[config.mk]
export PLATFORM = sky130hd
export DESIGN_NAME = pwm_multi_ch
export DESIGN_NICKNAME = d
export VERILOG_FILES = /design/src/rtl/pwm_multi_ch.sv
export SDC_FILE = /design/constraint.sdc
export NUM_CORES = 1
export LEC_CHECK = 0
export CAP_MARGIN = 20
export CORE_MARGIN = 4
export CORE_UTILIZATION = 40
export CTS_BUF_LIST = sky130_fd_sc_hd__clkbuf_4
export DETAILED_ROUTE_END_ITERATION = 16
export GPL_TIMING_DRIVEN = 0
export PLACE_DENSITY_LB_ADDON = 0.12
export SLEW_MARGIN = 5
export SYNTH_ARGS = -nofsm -noshare
export SYNTH_HDL_FRONTEND = slang
export SYNTH_SLANG_ARGS = --single-unit
[constraint.sdc]
create_clock -name clk -period 4.9 [get_ports clk]
set_clock_uncertainty 0.05 [all_clocks]
set_input_delay 0.98 -clock clk [delete_from_list [all_inputs] [get_ports clk]]
set_output_delay 0.98 -clock clk [all_outputs]
set_load 0.05 [all_outputs]
[src/rtl/pwm_multi_ch.sv]
// N-channel PWM generator with a shared prescaler, shared duty counter and double-buffered duty registers.
// Optional macro PWM_CENTER_ALIGNED_EN switches the counter from sawtooth to up/down triangle.
module pwm_multi_ch #(
  parameter int CHANNELS   = 3,
  parameter int CNT_W      = 8,
  parameter int PRE_W      = 18,
  parameter int DIV_PWM    = 10416,
  parameter int DIV_SERVO  = 200000,
  parameter int SERVO_BASE = 13,
  parameter int SERVO_SPAN = 13
) (
  input  logic                                               clk,
  input  logic                                               rst_n,
  input  logic                                               ena,
  input  logic                                               mode,
  input  logic                                               duty_we,
  input  logic [((CHANNELS > 1) ? $clog2(CHANNELS) : 1)-1:0] duty_ch,
  input  logic [CNT_W-1:0]                                   duty_in,
  output logic [CHANNELS-1:0]                                pwm_out,
  output logic                                               period_tick,
  output logic                                               mode_act
);

  localparam int CH_W   = (CHANNELS > 1) ? $clog2(CHANNELS) : 1;
  localparam int THR_W  = CNT_W + $clog2(SERVO_SPAN) + 1;
  localparam int PROD_W = CNT_W + THR_W;

  localparam logic [PRE_W-1:0]  PRE_LAST_PWM   = PRE_W'(DIV_PWM - 1);
  localparam logic [PRE_W-1:0]  PRE_LAST_SERVO = PRE_W'(DIV_SERVO - 1);
  localparam logic [CNT_W-1:0]  CNT_MAX        = {CNT_W{1'b1}};
  localparam logic [THR_W-1:0]  BASE_T         = THR_W'(SERVO_BASE);
  localparam logic [PROD_W-1:0] SPAN_P         = PROD_W'(SERVO_SPAN);

  logic [PRE_W-1:0]    pre_q, pre_d;
  logic [CNT_W-1:0]    cnt_q, cnt_d;
  logic [CNT_W-1:0]    shadow_q [CHANNELS];
  logic [CNT_W-1:0]    shadow_d [CHANNELS];
  logic [CNT_W-1:0]    active_q [CHANNELS];
  logic [CNT_W-1:0]    active_d [CHANNELS];
  logic                mode_act_q, mode_act_d;
  logic [CHANNELS-1:0] pwm_q, pwm_d;
  logic                period_tick_q, period_tick_d;
  logic [THR_W-1:0]    thr [CHANNELS];
  logic [PROD_W-1:0]   prod;
  logic                tick;
  logic                wrap;

`ifdef PWM_CENTER_ALIGNED_EN
  logic dir_up_q, dir_up_d;
`endif

  // Tick on the last prescaler count of whichever divisor is in effect.
  always_comb begin
    tick  = ena && (pre_q == (mode_act_q ? PRE_LAST_SERVO : PRE_LAST_PWM));
    pre_d = pre_q;
    if (ena) begin
      pre_d = tick ? '0 : pre_q + PRE_W'(1);
    end
  end

`ifdef PWM_CENTER_ALIGNED_EN
  // Triangle counter: the period boundary is the step from 1 down to 0.
  always_comb begin
    cnt_d    = cnt_q;
    dir_up_d = dir_up_q;
    wrap     = tick && !dir_up_q && (cnt_q == CNT_W'(1));
    if (tick) begin
      if (dir_up_q) begin
        if (cnt_q == CNT_MAX) begin
          cnt_d    = cnt_q - CNT_W'(1);
          dir_up_d = 1'b0;
        end else begin
          cnt_d = cnt_q + CNT_W'(1);
        end
      end else begin
        cnt_d = cnt_q - CNT_W'(1);
        if (cnt_q == CNT_W'(1)) begin
          dir_up_d = 1'b1;
        end
      end
    end
  end
`else
  always_comb begin
    cnt_d = cnt_q;
    wrap  = tick && (cnt_q == CNT_MAX);
    if (tick) begin
      cnt_d = cnt_q + CNT_W'(1);
    end
  end
`endif

  // The transfer reads the pre-write shadow, so a write on the wrap cycle waits a period.
  always_comb begin
    for (int i = 0; i < CHANNELS; i++) begin
      shadow_d[i] = shadow_q[i];
      active_d[i] = active_q[i];
      if (duty_we && (duty_ch == CH_W'(i))) begin
        shadow_d[i] = duty_in;
      end
      if (wrap) begin
        active_d[i] = shadow_q[i];
      end
    end
    mode_act_d    = wrap ? mode : mode_act_q;
    period_tick_d = wrap;
  end

  always_comb begin
    prod  = '0;
    pwm_d = '0;
    for (int i = 0; i < CHANNELS; i++) begin
      prod = PROD_W'(active_q[i]) * SPAN_P;
      if (mode_act_q) begin
        thr[i] = BASE_T + THR_W'(prod >> CNT_W);
      end else begin
        thr[i] = THR_W'(active_q[i]);
      end
      pwm_d[i] = ena && (THR_W'(cnt_q) < thr[i]);
    end
  end

  always_ff @(posedge clk) begin
    if (rst_n) begin
      pre_q         <= '0;
      cnt_q         <= '0;
      mode_act_q    <= 1'b0;
      pwm_q         <= '0;
      period_tick_q <= 1'b0;
      for (int i = 0; i < CHANNELS; i++) begin
        shadow_q[i] <= '0;
        active_q[i] <= '0;
      end
    end else begin
      pre_q         <= pre_d;
      cnt_q         <= cnt_d;
      mode_act_q    <= mode_act_d;
      pwm_q         <= pwm_d;
      period_tick_q <= period_tick_d;
      for (int i = 0; i < CHANNELS; i++) begin
        shadow_q[i] <= shadow_d[i];
        active_q[i] <= active_d[i];
      end
    end
  end

`ifdef PWM_CENTER_ALIGNED_EN
  always_ff @(posedge clk) begin
    if (rst_n) begin
      dir_up_q <= 1'b1;
    end else begin
      dir_up_q <= dir_up_d;
    end
  end
`endif

  assign pwm_out     = pwm_q;
  assign period_tick = period_tick_q;
  assign mode_act    = mode_act_q;

endmodule

==> reports/results.ini <==
[cells_and_area]
nets=779
diodes=0
most_common_library_cell_in_the_layout_ignoring_fill_and_taps=ha_1
fin_util=0.4578
syn2layout_area_growth_pct=10.53
most-common-layout-cells=ha_1 (80), nand2_1 (78), dfxtp_1 (78), nor2_1 (68), inv_1 (56)
layout-drive-gt1-share=0.06204

[sta]
finalWorstPathRequiredPeriod_ns=4.601
max_clock_freq_mhz=217.4
final-setup-viol-count=0
rsz0062_at_grt=no
slew_viol_final=0
worstMarginPinSlew_ns=0.6172
fin_crit_sh=0.9389
timing_hold_violations_final=0
fin_tns_setup_ns=0
slew_headroom=0.5885
worst_hold_slack_ns=0.4019

[power]
power.leakage_uw=0.002806
vdd.ir_drop.worst_v=0.0002043
power_per_cell_area_nw_per_um2=184.4

[run]
maxCapViolCount=0

[clock_network]
clock_tree.buffer_depth=2
cts_made_buffers=9
ctsHoldBuffers=0
clk_pin_slew_worst_paths_ns=0.15
cts-htree-levels=3
clkSinkCount=79
clkLatencyLatePin_ns=0.47
cts_tree=yes
clock-root-buffer=clkbuf_4

[grt]
grt_pass1_vias=4565
grtUsageTotal=0.1703
global_route_wire_length_before_repair_um=22100
antenna_found_initial=0
overflow_left_after_global_routing=0
grt_start_max_net_pins=15

[critical_path]
slowest_delay_ns=0.51
worst_setup_path_end_kind=flop
cpMaxStageDelayCell=fa_1
r2r_cells=20
ff2ff_setup_slack_ns=0.30
critPathLaunchType=flop
critical_path_required_ns=5.25
worst-path-buf-inv=2
maximum_fanout_count_along_the_critical_path=5
rr_endpoint=pwm_out[2]
cp_top_family=adder cells
cp_data_arrival_time_ns=4.95
path_common_cell=ha_1
r2r_start=active_q[0][20]
worstSetupPathType=flop to flop
crit_path_cell_trace=ha_1, inv_1, fa_1, inv_1, ha_1, o21a_1, nor2_1, nor3b_2, nor2_1, xnor2_1, ha_1, xor3_1, mux2i_1, ha_1, a21o_1, a21o_1, a21oi_1, nor2_1, a2111oi_2, o31a_1

[floorplan]
die_footprint_um2=15820
boundaryPins=20
core_region_area_um2=13400
dieHeight_um=125.8
floorplan.initialDensity=0.4142
fp.dieW_um=125.8
rows=42

[routing]
wl_per_cell_um=15.14
viasPerCell=5.226
dr_total_vias=4458
totalWireLength_um=12920
drc=0
drtAntennaViolNets=0
initialDrtViolationCount=147
drt-pass1-iter-count=4

[min_path]
worst_hold_path_type=flop to flop
hold_start=shadow_q[0][15]
holdPathEnd=active_q[0][15]
worst_hold_path.num_cells=2

[synthesis]
synth_enable_flop_cells=0
sequential_cell_area_fraction_in_the_yosys_report=0.2849
synth.lib_cells_used.distinct=61
synth_area_per_cell_um2=8.672
post_synth_inst_count=640
synth.ff_latch_count=79
total_nets_after_synthesis=747
synth-warning-count=0
synthArstFlopShare=0
syn_area_um2=5550
synth-main-ff-cell=dfxtp_1

[placement]
hpwl_um=10000
port_buffers=18
gpl.final_weighted_congestion=0.7943

[status]
run_status=finished, final reports clean

## synth_stat cells (4+ instances only)
cell type | number | area [um2]
o21a_1 | 4 | 30.03
o21ai_0 | 10 | 50.05
nand3b_1 | 7 | 52.55
a21oi_1 | 41 | 205.2
fa_1 | 12 | 240.2
or3_1 | 4 | 25.02
xor2_1 | 12 | 105.1
nand4_1 | 11 | 68.82
nand2b_1 | 5 | 31.28
dfxtp_1 | 79 | 1582
buf_2 | 5 | 25.02
nand2_1 | 78 | 292.8
inv_1 | 56 | 210.2
nand3_1 | 14 | 70.07
mux2i_1 | 33 | 330.3
nor2_1 | 68 | 255.2
nor3_1 | 8 | 40.04
a211o_1 | 4 | 35.03
clkbuf_1 | 15 | 56.30
ha_1 | 80 | 1001
xnor2_1 | 18 | 157.7
a21o_1 | 13 | 97.59
## state kept, by name, summed over array words and instances, names as in the netlist
name         count
mode_act         1
pwm_out          3
pre_q           18
cnt_q            8
period_tick      1
shadow_q        24
active_q        24
## power breakdown
group          switching, uW  leakage (uW)  internal, uW  total [uW]
combinational           27.7       0.00209          23.0        50.7
sequential              4.79      0.000639           650         655
clock                    252     0.0000796           173         426
total                    285       0.00281           846        1130
## layout make-up
| class | count | area (um2) |
|---|---|---|
| buffer | 24 | 118.9 |
| clock buffer | 11 | 82.58 |
| clock inverter | 5 | 66.31 |
| fill | 1352 | 7266 |
| inverter | 57 | 214.0 |
| multi-input combinational | 480 | 3647 |
| sequential | 79 | 1583 |
| tap | 176 | 220.2 |
| timing repair buffer | 21 | 202.7 |
## logic make-up after synthesis
kind of cell | count (synthesis) | synth area share
flops | 79 | 0.2849
mux | 33 | 0.05951
buf+inv | 81 | 0.05996
fa+ha+maj | 92 | 0.2236
xor+xnor | 32 | 0.05568
simple gates | 219 | 0.1864
compound gates | 104 | 0.1299
## through the flow
step | area (um2) | worst slack (ns) | power (uW) | std cells
floorplan | 5550 | 0.5054 | 695.6 | 640
global placement | 5951 | 0.06416 | 719.1 | 834
detailed placement | 5951 | 0.04580 | 720.4 | 834
CTS | 6105 | 0.1638 | 1148 | 850
global route | 6135 | 0.0008233 | 1185 | 853
finish | 6135 | 0.2994 | 1131 | 853
## worst max-delay path by stage
stage	startpoint	end	slack, ns	depth (start not counted)
floorplan	active_q[0][17]	pwm_out[2]	0.51	18
global placement	active_q[0][20]	pwm_out[2]	0.06	20
detailed placement	active_q[0][20]	pwm_out[2]	0.05	20
CTS	active_q[0][20]	pwm_out[2]	0.16	20
global route	active_q[0][20]	pwm_out[2]	0.0008	20
finish	active_q[0][20]	pwm_out[2]	0.30	20
## routing by layer
layer	part of all wire	GRT usage
met5	0	0
met4	0.016	0.04858
met3	0.028	0.03218
met2	0.47	0.2835
met1	0.48	0.2262
## timing repair
action                     in CTS  in global routing
setup buffers                   0                  3
setup endpoints to repair       1                  1
pin swaps                       0                  1
resized for setup               1                  3
## worst reg2reg max path, stage by stage (launching register included)
cell and delay, ns:
dfxtp_2 0.39, ha_1 0.28, inv_1 0.05, fa_1 0.51, inv_1 0.05, ha_1 0.27, o21a_1 0.18, nor2_1 0.10
nor3b_2 0.32, nor2_1 0.09, xnor2_1 0.16, ha_1 0.24, xor3_1 0.34, mux2i_1 0.16, ha_1 0.27, a21o_1 0.18
a21o_1 0.17, a21oi_1 0.14, nor2_1 0.06, a2111oi_2 0.33, o31a_1 0.20
No activity file was read; power rests on OpenSTA's default activity.
